[src/rtl/led_pkg.sv]
// Shared types for the front-panel LED event arbiter.
package led_pkg;

  localparam int LED_W = 4;

  typedef enum logic [1:0] {
    ARB_IDLE_S,
    ARB_SHOW_S,
    ARB_GAP_S
  } arb_state_t;

  typedef logic [LED_W-1:0] led_vec_t;

endpackage

[src/rtl/led_prio_enc.sv]
// Combinational priority encoder: the lowest set bit of mask wins.
module led_prio_enc #(
  parameter int N     = 4,
  parameter int IDX_W = (N > 1) ? $clog2(N) : 1
) (
  input  logic [N-1:0]     mask,
  output logic [N-1:0]     onehot,
  output logic [IDX_W-1:0] idx,
  output logic             any
);

  // Scan from the top so the lowest set index is the last one written.
  always_comb begin
    onehot = '0;
    idx    = '0;
    any    = 1'b0;
    for (int i = N - 1; i >= 0; i--) begin
      if (mask[i]) begin
        onehot    = '0;
        onehot[i] = 1'b1;
        idx       = IDX_W'(i);
        any       = 1'b1;
      end
    end
  end

endmodule

[src/rtl/led_event_arbiter.sv]
// Shares the front-panel LEDs between prioritised event requesters; each event
// shows its pattern for HOLD_TICKS sample ticks followed by a GAP_TICKS dark gap.
//
//   state      | meaning
//   -----------+--------------------------------------------------------------
//   ARB_IDLE_S | no event active; base_leds_i passes through, grants any pending
//   ARB_SHOW_S | cur_pat displayed; higher-priority pending events preempt
//   ARB_GAP_S  | LEDs dark between events; no preemption
module led_event_arbiter
  import led_pkg::*;
#(
  parameter int N_REQ      = 4,
  parameter int HOLD_TICKS = 4800,
  parameter int GAP_TICKS  = 480,
  parameter int CNT_W      = $clog2(HOLD_TICKS + 1)
) (
  input  logic                   clk_i,
  input  logic                   srst_i,
  input  logic                   sample_tick_i,
  input  logic [LED_W-1:0]       base_leds_i,
  input  logic [N_REQ-1:0]       req_i,
  input  logic [LED_W*N_REQ-1:0] pattern_i,
  output logic [N_REQ-1:0]       ack_o,
  output logic                   busy_o,
  output logic [LED_W-1:0]       leds_o
);

  localparam int IDX_W = (N_REQ > 1) ? $clog2(N_REQ) : 1;

  localparam logic [CNT_W-1:0] HOLD_C = CNT_W'(HOLD_TICKS);
  localparam logic [CNT_W-1:0] GAP_C  = CNT_W'(GAP_TICKS);
  localparam logic [CNT_W-1:0] ONE_C  = CNT_W'(1);

  arb_state_t         state_q;
  logic [N_REQ-1:0]   pending_q;
  logic [CNT_W-1:0]   cnt_q;
  logic [IDX_W-1:0]   cur_idx_q;
  led_vec_t           cur_pat_q;

  logic [N_REQ-1:0]   below_mask;
  logic [N_REQ-1:0]   enc_mask;
  logic [N_REQ-1:0]   enc_onehot;
  logic [IDX_W-1:0]   enc_idx;
  logic               enc_any;
  logic [N_REQ-1:0]   pending_nxt;
  led_vec_t           sel_pat;

  // Only requesters strictly above the current one in priority may preempt.
  always_comb begin
    below_mask = '0;
    for (int i = 0; i < N_REQ; i++) begin
      below_mask[i] = (i < int'(cur_idx_q));
    end
  end

  always_comb begin
    case (state_q)
      ARB_IDLE_S: enc_mask = pending_q;
      ARB_SHOW_S: enc_mask = pending_q & below_mask;
      default:    enc_mask = '0;
    endcase
  end

  led_prio_enc #(
    .N     (N_REQ),
    .IDX_W (IDX_W)
  ) u_prio_enc (
    .mask   (enc_mask),
    .onehot (enc_onehot),
    .idx    (enc_idx),
    .any    (enc_any)
  );

  // A request arriving in its own grant cycle is absorbed rather than re-queued.
  assign pending_nxt = (pending_q | req_i) & ~enc_onehot;

  always_comb begin
    sel_pat = '0;
    for (int i = 0; i < N_REQ; i++) begin
      if (enc_onehot[i]) begin
        sel_pat = pattern_i[LED_W*i +: LED_W];
      end
    end
  end

  always_ff @(posedge clk_i) begin
    if (srst_i) begin
      state_q   <= ARB_IDLE_S;
      pending_q <= '0;
      cnt_q     <= '0;
      cur_idx_q <= '0;
      cur_pat_q <= '0;
      ack_o     <= '0;
      busy_o    <= 1'b0;
      leds_o    <= '0;
    end else begin
      pending_q <= pending_nxt;
      ack_o     <= '0;
      if (enc_any) begin
        // Fresh grant from IDLE, or preemption in SHOW (wins over hold expiry).
        state_q   <= ARB_SHOW_S;
        cur_idx_q <= enc_idx;
        cur_pat_q <= sel_pat;
        cnt_q     <= HOLD_C;
        ack_o     <= enc_onehot;
        leds_o    <= sel_pat;
        busy_o    <= 1'b1;
      end else begin
        case (state_q)
          ARB_IDLE_S: begin
            leds_o <= base_leds_i;
            busy_o <= 1'b0;
          end
          ARB_SHOW_S: begin
            busy_o <= 1'b1;
            if (sample_tick_i && cnt_q == ONE_C) begin
              state_q <= ARB_GAP_S;
              cnt_q   <= GAP_C;
              leds_o  <= '0;
            end else begin
              if (sample_tick_i) begin
                cnt_q <= cnt_q - ONE_C;
              end
              leds_o <= cur_pat_q;
            end
          end
          ARB_GAP_S: begin
            if (sample_tick_i && cnt_q == ONE_C) begin
              state_q <= ARB_IDLE_S;
              cnt_q   <= '0;
              leds_o  <= base_leds_i;
              busy_o  <= 1'b0;
            end else begin
              if (sample_tick_i) begin
                cnt_q <= cnt_q - ONE_C;
              end
              leds_o <= '0;
              busy_o <= 1'b1;
            end
          end
          default: begin
            state_q <= ARB_IDLE_S;
            cnt_q   <= '0;
            leds_o  <= '0;
            busy_o  <= 1'b0;
          end
        endcase
      end
    end
  end

endmodule

[config.mk]
export PLATFORM = sky130hd
export DESIGN_NAME = led_event_arbiter
export DESIGN_NICKNAME = d
export VERILOG_FILES = /design/src/rtl/led_pkg.sv /design/src/rtl/led_prio_enc.sv /design/src/rtl/led_event_arbiter.sv
export SDC_FILE = /design/constraint.sdc
export NUM_CORES = 1
export LEC_CHECK = 0
export BUFFER_PORTS_ARGS = -buffer_cell sky130_fd_sc_hd__clkbuf_2
export CAP_MARGIN = 10
export CORE_AREA = 2 2 74 83
export CTS_BUF_LIST = sky130_fd_sc_hd__clkbuf_2
export DETAILED_ROUTE_END_ITERATION = 10
export DIE_AREA = 0 0 76 85
export MAX_ROUTING_LAYER = met4
export PLACE_DENSITY_LB_ADDON = 0.12
export SYNTH_ARGS = -nofsm -noshare
export SYNTH_HDL_FRONTEND = slang
export SYNTH_HIERARCHICAL = 1
export SYNTH_SLANG_ARGS = --single-unit
[constraint.sdc]
create_clock -name clk_i -period 2.7 [get_ports clk_i]
set_clock_uncertainty 0.1 [all_clocks]
set_input_delay 0.81 -clock clk_i [delete_from_list [all_inputs] [get_ports clk_i]]
set_output_delay 0.81 -clock clk_i [all_outputs]
set_load 0.1 [all_outputs]
==> results of run 1 <==
==> per-layer routing <==
layer  wire length, um  track usage
met5                 0            -
met4                46       0.0545
met3               204       0.0319
met2              2320        0.264
met1              2240        0.190
==> per-stage QoR <==
stage                     instances  hold slack [ns]  instance area (sq um)
final                           345            0.395                   2200
after CTS                       345            0.397                   2200
after detailed placement        337            0.373                   2160
after global routing            345            0.420                   2200
after floorplan                 223            0.349                   1860
after global placement          337            0.367                   2160
==> state kept, by name (all words and copies together) (netlist names) <==
| name | flops |
|---|---|
| leds_o | 4 |
| state_q | 2 |
| cnt_q | 13 |
| ack_o | 4 |
| cur_idx_q | 2 |
| pending_q | 4 |
| busy_o | 1 |
| cur_pat_q | 4 |
==> where the power goes <==
group | internal (uW) | switching [uW] | leakage, uW
Combinational | 290 | 570 | 0.000604
Clock | 63.9 | 178 | 0.0000304
Sequential | 589 | 66.4 | 0.000279
Total | 943 | 814 | 0.000914
==> worst paths after layout <==
path | cells past startpoint | from | slack, ns | end
setup / recovery | 11 | state_q[0]$_SDFFE_PP0P_ | 0.25 | cur_pat_q[3]$_SDFFE_PP0P_
hold / removal | 2 | pending_q[0]$_SDFF_PP0_ | 0.40 | pending_q[0]$_SDFF_PP0_
setup reg to reg | 11 | state_q[0]$_SDFFE_PP0P_ | 0.25 | cur_pat_q[3]$_SDFFE_PP0P_
hold reg to reg | 2 | pending_q[0]$_SDFF_PP0_ | 0.40 | pending_q[0]$_SDFF_PP0_
==> cell usage after synthesis (all sizes together) <==
master,instances,area [sq um]
o221ai,5,43.8
a31o,2,17.5
buf,1,7.51
o2111ai,1,8.76
ha,6,75.1
o21ai,14,70.1
o32ai,1,8.76
nand4b,2,17.5
o41ai,1,8.76
nor3,10,50.1
and3,4,25.0
a32oi,1,8.76
nand3b,4,30.0
mux2i,4,40.0
a211oi,3,27.5
or2,1,6.26
and2,7,43.8
nor2b,3,18.8
o22ai,2,12.5
a31oi,3,18.8
a221oi,5,43.8
a311oi,1,8.76
a21oi,15,75.1
a21boi,2,15.0
nand4,7,50.1
nor4,2,27.5
o211ai,2,15.0
nor2,19,71.3
nand3,8,40.0
inv,18,67.6
xor2,1,8.76
nor3b,1,18.8
clkbuf,12,76.3
dfxtp,34,681
a21o,1,7.51
o31ai,1,7.51
and4,1,10.0
and4bb,1,12.5
nand2b,2,20.0
nand2,13,48.8
or4b,2,20.0
==> critical path, cell delays in order, from the launching register on <==
cell      delay [ns]
dfxtp_1         0.38
inv_1           0.09
ha_1            0.21
inv_1           0.07
a21boi_0        0.38
buf_4           0.24
nor2_1          0.05
buf_4           0.15
nand3b_1        0.15
a221oi_1        0.27
o21ai_0         0.18
o21ai_0         0.11
==> cell type report <==
cell class / instances / area, sq um / area share
clock inverter: 2 / 8.76 / 0.00397
sequential: 34 / 681 / 0.309
inverter: 18 / 67.6 / 0.0306
tap: 77 / 96.3 / 0.0437
multi-input combinational: 158 / 1030 / 0.469
timing repair buffer: 50 / 288 / 0.131
clock buffer: 6 / 30.0 / 0.0136
==> timing repair <==
| item | in CTS | in global routing |
|---|---|---|
| setup buffers | 0 | 0 |
| setup endpoints to repair | 0 | 1 |
| endpoints found under the hold margin | 0 | 0 |
| resized for setup | 0 | 1 |
==> cell families after synthesis <==
family	count (synthesis)
buffers and inverters	31
flip-flops	34
XOR/XNOR	1
AND/OR/NAND/NOR	87
adder cells (fa/ha/maj)	6
AO/OA/AOI/OAI	60
multiplexers	4
==> results_dict.tcl, run 1 <==
set metrics [dict create \
    status "finished, final reports clean" \
    maxSlewViolCount 0 \
    die_x_um 76 \
    viasPerCell 5.07 \
    setup_tns_ns 0 \
    drt_wl_total_um 4810 \
    n_antenna_cell 0 \
    drc 0 \
    grt_max_degree 17 \
    cts.sinks 34 \
    syn2layout_area_growth_pct 18.3 \
    start_util 0.331 \
    track_usage 0.158 \
    peakVddDrop_mv 0.326 \
    grt_overflow_total 0 \
    ys_ff_latch 34 \
    tightestPinTransition_ns 0.560 \
    grt_antenna_before_repair 0 \
    synth_xor_area_frac 0.00470 \
    vias 1750 \
    endpoint_kind "flip-flop" \
    ant_nets 0 \
    crit_required_ns 2.91 \
    rows 29 \
    synthMuxAreaShare 0.0215 \
    fmax_mhz 408 \
    grt_pass1_wl_um 8000 \
    arrival_ns 2.65 \
    ys_types 48 \
    fin_util 0.392 \
    start_kind "flip-flop" \
    dp_slack_ns 0.269 \
    yosysSeqAreaShare 0.365 \
    synth_adder_area_share 0.0403 \
    core_sq_mm 0.00562 \
    io_pins 36 \
    grt_pass1_vias 1696 \
    place_congestion 0.773 \
    syn_nets 256 \
    drive_above_1_share 0.254 \
    insertion_delay_ns 0.37 \
    syn-cell-area_sq_mm 0.00186 \
    synth_compound_area_frac 0.213 \
    final_cell_mix "clkbuf_2 (41), dfxtp_1 (34), nor2_1 (19), inv_1 (18)" \
    dr.pass1.iters 4 \
    clock_path_buffers 2 \
    synth_top_family_by_area "simple AND/OR/NAND/NOR gates" \
    numCtsBuffers 5 \
    path_class "reg2reg" \
    crit_path_max_fanout 10 \
    post-dp-hpwl_um 3600 \
    yosys_warnings 6 \
    relSlewSlack 0.628 \
    synth.avg_cell_area_sq_um 8.36 \
    finalPower_uw 1760 \
    drt_first_iter_violations 84 \
    htree_levels 2 \
    routed_wire_length_per_instance_um 13.9 \
    drv_cap 0 \
    num-fill-cells 593 \
    cts-root-buf "clkbuf_2" \
    fin_crit_sh 0.907 \
    setup_viol 0 \
    synthSimpleGateAreaFrac 0.274 \
    dieArea_sq_mm 0.00646 \
    cts_hold_buf 0 \
    path_clk_slew_ns 0.18 \
    powerDensity_mw_per_mm2 797 \
    setup_slack_ns 0.251 \
    final_common_cell "clkbuf_2" \
    cts_tree "built" \
    rsz0062_at_grt "no" \
    syn_inst 223 \
    io_buffers 35 \
    hold_path_class "reg2reg" \
    nets 300 \
    die_h_um 85 \
    layout_min_cycle_time_ns 2.45 \
    hold_violations 0 \
    p_leak_uw 0.000914 \
]
No activity file was read; power rests on OpenSTA's default activity.
==> run 2, diff against run 1 <==
- CELL_PAD_IN_SITES_DETAIL_PLACEMENT: not set -> 1
- CELL_PAD_IN_SITES_GLOBAL_PLACEMENT: not set -> 1
- CTS_CLUSTER_DIAMETER: not set -> 50
==> results_dict.tcl, run 2 (same netlist as run 1, synthesis figures left out) <==
set metrics [dict create \
    maxSlewViolCount 0 \
    ff_latch_area_sq_um 681 \
    htree_levels 2 \
    seq_power_share 0.372 \
    endpoint_kind "flip-flop" \
    rows 29 \
    multi_input_area_sq_mm 0.00103 \
    cts_tree "built" \
    final_common_cell "clkbuf_2" \
    setup_tns_ns 0 \
    dieArea_sq_mm 0.00646 \
    hold_violations 0 \
    status "finished, final reports clean" \
    path_clk_slew_ns 0.17 \
    fin_cells 347 \
    dr.pass1.iters 4 \
    peakVddDrop_mv 0.365 \
    crit_path_max_fanout 8 \
    crit_required_ns 2.90 \
    largest_register_ffs 13 \
    cts-root-buf "clkbuf_2" \
    post-dp-hpwl_um 3990 \
    start_util 0.331 \
    core_sq_mm 0.00562 \
    hold_path_class "reg2reg" \
    drive_above_1_share 0.248 \
    grt_max_degree 15 \
    use_met2 0.309 \
    start_kind "flip-flop" \
    drt_first_iter_violations 66 \
    vias 1796 \
    relSlewSlack 0.619 \
    grt_pass1_vias 1908 \
    path_class "reg2reg" \
    p_int_uw 942 \
    routed_wire_length_per_instance_um 14.8 \
    setup_viol 0 \
    grt_pass1_wl_um 8870 \
    nets 302 \
    insertion_delay_ns 0.37 \
    num-fill-cells 722 \
    fmax_mhz 408 \
    fin_crit_sh 0.909 \
    whs_path_depth 2 \
    p_clk_frac 0.131 \
    drc 0 \
    drt_wl_total_um 5150 \
    rsz0062_at_grt "no" \
    p_sw_uw 812 \
    busiest_layer "met2" \
    syn2layout_area_growth_pct 18.9 \
    cts.sinks 34 \
    die_x_um 76 \
    track_usage 0.177 \
    p_leak_uw 0.000919 \
    place_congestion 0.756 \
    grt_util_met3 0.0351 \
    tightestPinTransition_ns 0.567 \
    io_buffers 35 \
    max_flop_register "cnt_q" \
    cts_hold_buf 0 \
    dp_cells 339 \
    reg2reg_depth 11 \
    grt_overflow_total 0 \
    layout_min_cycle_time_ns 2.45 \
    final_cell_mix "clkbuf_2 (40), dfxtp_1 (34), nor2_1 (19), inv_1 (18), buf_4 (17)" \
    viasPerCell 5.18 \
    drv_cap 0 \
    powerDensity_mw_per_mm2 792 \
    use_met1 0.205 \
    n_antenna_cell 0 \
    arrival_ns 2.66 \
    io_pins 36 \
    swShare 0.463 \
    die_h_um 85 \
    ant_nets 0 \
    numCtsBuffers 5 \
    p_comb_frac 0.497 \
    grt_antenna_before_repair 0 \
    clock_path_buffers 2 \
]
[run 2: timing repair]
action                                  CTS  global route
endpoints found under the setup margin    0             7
resized for setup                         0             1
buffers inserted                          0             0
[run 2: worst paths after layout]
check	slack, ns	to	from
worst max-delay path	0.25	leds_o[2]$_SDFF_PP0_	state_q[0]$_SDFFE_PP0P_
worst min-delay path	0.39	cur_pat_q[2]$_SDFFE_PP0P_	cur_pat_q[2]$_SDFFE_PP0P_
worst max register to register	0.25	leds_o[2]$_SDFF_PP0_	state_q[0]$_SDFFE_PP0P_
worst min register to register	0.39	cur_pat_q[2]$_SDFFE_PP0P_	cur_pat_q[2]$_SDFFE_PP0P_
[run 2: area by class of cell]
| type | count | share of cell area |
|---|---|---|
| Multi-Input combinational cell | 158 | 0.466 |
| Sequential cell | 34 | 0.307 |
| Timing Repair Buffer | 52 | 0.137 |
| Tap cell | 77 | 0.0435 |
| Inverter | 18 | 0.0305 |
| Clock buffer | 5 | 0.0113 |
| Clock inverter | 3 | 0.00508 |
[run 2: through the flow]
stage	hold slack [ns]	util	area (sq um)	setup slack, ns	power, uW
6_report	0.392	0.394	2220	0.246	1750
3_5_place_dp	0.374	0.388	2180	0.255	1550
4_1_cts	0.396	0.394	2220	0.192	1780
2_1_floorplan	0.349	-	1860	0.190	1310
3_3_place_gp	0.368	0.388	2180	0.270	1540
5_1_grt	0.425	0.394	2220	0.0136	1900
[run 2: critical path: stages (launching register included)]
cell and delay [ns]:
dfxtp_1 0.42, inv_1 0.08, ha_1 0.21, buf_4 0.15, a21oi_1 0.15, nor2b_1 0.11
nor2_1 0.14, nand2_1 0.09, or2_2 0.38, nor2_1 0.15, nand3_1 0.19, o221ai_1 0.21
[run 2: power by group through the flow]
stage / Clock, uW / Sequential, uW / Combinational [uW]
2_1_floorplan: 0 / 846 / 465
3_3_place_gp: 0 / 666 / 874
3_5_place_dp: 0 / 667 / 879
4_1_cts: 241 / 656 / 883
5_1_grt: 269 / 667 / 964
6_report: 230 / 653 / 871
[run 2: metal layers]
| metal | part of all wire | routed length (um) |
|---|---|---|
| met2 | 0.49 | 2500 |
| met1 | 0.46 | 2380 |
| met3 | 0.035 | 182 |
| met5 | 0 | 0 |
| met4 | 0.016 | 80 |
==> run 3, diff against run 2 <==
- CORE_AREA: 2 2 74 83 -> 5 5 79 88
- CTS_CLUSTER_SIZE: not set -> 12
- DIE_AREA: 0 0 76 85 -> 0 0 84 93
- SYNTH_HIERARCHICAL: 1 -> not set
==> results_dict.tcl, run 3 <==
set metrics [dict create \
    final_cell_mix "clkbuf_2 (40), dfxtp_1 (34), nand2_1 (23), nor2_1 (18), a21oi_1 (17)" \
    grt_pass1_vias 2004 \
    p_leak_uw 0.000949 \
    insertion_delay_ns 0.39 \
    io_buffers 35 \
    grt_antenna_before_repair 0 \
    ff_latch_area_sq_um 681 \
    hold_path_class "reg2reg" \
    post-dp-hpwl_um 4520 \
    ys_types 59 \
    yosysSeqAreaShare 0.351 \
    arrival_ns 2.63 \
    syn_nets 260 \
    start_kind "flip-flop" \
    slowest_stage "a2111oi_0" \
    die_h_um 93 \
    n_antenna_cell 0 \
    ys_ff_latch 34 \
    htree_levels 2 \
    path_class "reg2reg" \
    vias 1883 \
    final_common_cell "clkbuf_2" \
    viasPerCell 5.32 \
    synth_ff_type "dfxtp_1" \
    fin_crit_sh 0.912 \
    io_pins 36 \
    yosysMostFrequentCell "dfxtp_1" \
    max_stage_delay_ns 0.52 \
    synth.avg_cell_area_sq_um 8.54 \
    place_congestion 0.796 \
    numCtsBuffers 5 \
    max_flop_register "cnt_q" \
    cts_tree "built" \
    yosysTopAreaCellShare 0.351 \
    syn-cell-area_sq_mm 0.00194 \
    multi_input_area_sq_mm 0.00115 \
    drt_wl_total_um 5760 \
    ant_nets 0 \
    grt_pass1_wl_um 9830 \
    relSlewSlack 0.504 \
    num-fill-cells 761 \
    path_clk_slew_ns 0.21 \
    yosys_warnings 0 \
    clock_path_buffers 2 \
    nets 306 \
    routed_wire_length_per_instance_um 16.3 \
    crit_path_max_fanout 12 \
    core_sq_mm 0.00601 \
    drive_above_1_share 0.266 \
    crit_required_ns 2.87 \
    cts_resized 0 \
    crit_path_cell_trace "inv_1, ha_1, o22ai_1, or2_2, o21ai_0, a2111oi_0, nor3_1" \
    grt_overflow_total 0 \
    synthTopCellsByArea "dfxtp_1 (35%), nand2_1 (4.5%), a21oi_1 (4.4%), ha_1 (3.9%), nor2_1 (3.5%)" \
    async_reset_ff_frac 0 \
    endpoint_kind "flip-flop" \
    finalPower_uw 1650 \
    fmax_mhz 406 \
    cts.sinks 34 \
    powerDensity_mw_per_mm2 712 \
    die_x_um 84 \
    start_util 0.323 \
    drv_cap 0 \
    synth-edff-count 0 \
    syn2layout_area_growth_pct 19.2 \
    status "finished, final reports clean" \
    dieArea_sq_mm 0.00781 \
    setup_viol 0 \
    largest_register_ffs 13 \
    rsz0062_at_grt "no" \
    tightestPinTransition_ns 0.736 \
    cts_setup_buffers 0 \
    syn_inst 227 \
    track_usage 0.160 \
    drt_first_iter_violations 53 \
    cts-root-buf "clkbuf_2" \
    grt_max_degree 13 \
    setup_tns_ns 0 \
    cts_hold_buf 0 \
    drc 0 \
    rows 30 \
    synth_largest_area_cell "dfxtp_1" \
    netlist_top_cells_count "dfxtp_1 (34), nand2_1 (23), nor2_1 (18)" \
    layout_min_cycle_time_ns 2.46 \
    maxSlewViolCount 0 \
    dr.pass1.iters 4 \
    peakVddDrop_mv 0.313 \
    hold_violations 0 \
]
[run 3: changes by cell type after synthesis, moves of 3 or more]
cell      change
a21o_1        +3
a221oi_1      -5
a31oi_1       +3
and2_1        -7
and3_1        -4
clkbuf_1      -4
inv_1         -9
mux2i_1       -4
nand2_1      +10
nand4_1       -4
nor4_1        +4
[run 3: per-layer routing]
metal  share of wire  global-route usage  up-vias
li1                -                   -      943
met1            0.46               0.185      903
met2            0.50               0.287       33
met3           0.026              0.0291        4
met4          0.0095              0.0442        0
met5               0                   -        -
[run 3: layout make-up]
class,count,area share
timing repair buffer,48,0.118
tap,80,0.0433
multi-input combinational,175,0.499
clock buffer,5,0.0108
clock inverter,3,0.0195
inverter,9,0.0146
sequential,34,0.294
[run 3: where the power goes]
group | internal, uW | leakage [uW] | switching, uW
Combinational | 223 | 0.000635 | 443
Sequential | 566 | 0.000279 | 62.8
Clock | 156 | 0.0000352 | 195
Total | 945 | 0.000949 | 701
[run 3: worst max-delay path, delay by kind of cell (launching register included)]
kind | cells | cell delay (ns)
compound gates | 3 | 1.09
simple gates | 2 | 0.28
flops | 1 | 0.43
fa+ha+maj | 1 | 0.36
buf+inv | 1 | 0.09
[run 3: through the flow]
stage | cells | setup slack (ns) | util | area (sq um) | hold slack, ns
6_report | 354 | 0.236 | 0.385 | 2310 | 0.368
2_1_floorplan | 227 | 0.536 | - | 1940 | 0.323
4_1_cts | 354 | 0.258 | 0.385 | 2310 | 0.372
5_1_grt | 354 | 0.0535 | 0.385 | 2310 | 0.400
3_5_place_dp | 346 | 0.324 | 0.373 | 2240 | 0.343
3_3_place_gp | 346 | 0.386 | 0.373 | 2240 | 0.336
[run 3: cells by family after synthesis]
kind of cell,after synthesis,share of synthesized area
AOI/OAI and AO/OA,71,0.266
xor gates and xnor gates,2,0.00903
adders and majority gates,6,0.0387
buffers and inverters,18,0.0535
DFF,34,0.351
and+or+nand+nor,96,0.282
[run 3: path summary, 6_finish.rpt]
check	from	end	slack, ns	cells past startpoint
max	state_q[0]$_SDFFE_PP0P_	cnt_q[6]$_SDFFE_PP0P_	0.24	7
min	cur_pat_q[1]$_SDFFE_PP0P_	cur_pat_q[1]$_SDFFE_PP0P_	0.37	2
max reg2reg	state_q[0]$_SDFFE_PP0P_	cnt_q[6]$_SDFFE_PP0P_	0.24	7
min reg2reg	cur_pat_q[1]$_SDFFE_PP0P_	cur_pat_q[1]$_SDFFE_PP0P_	0.37	2
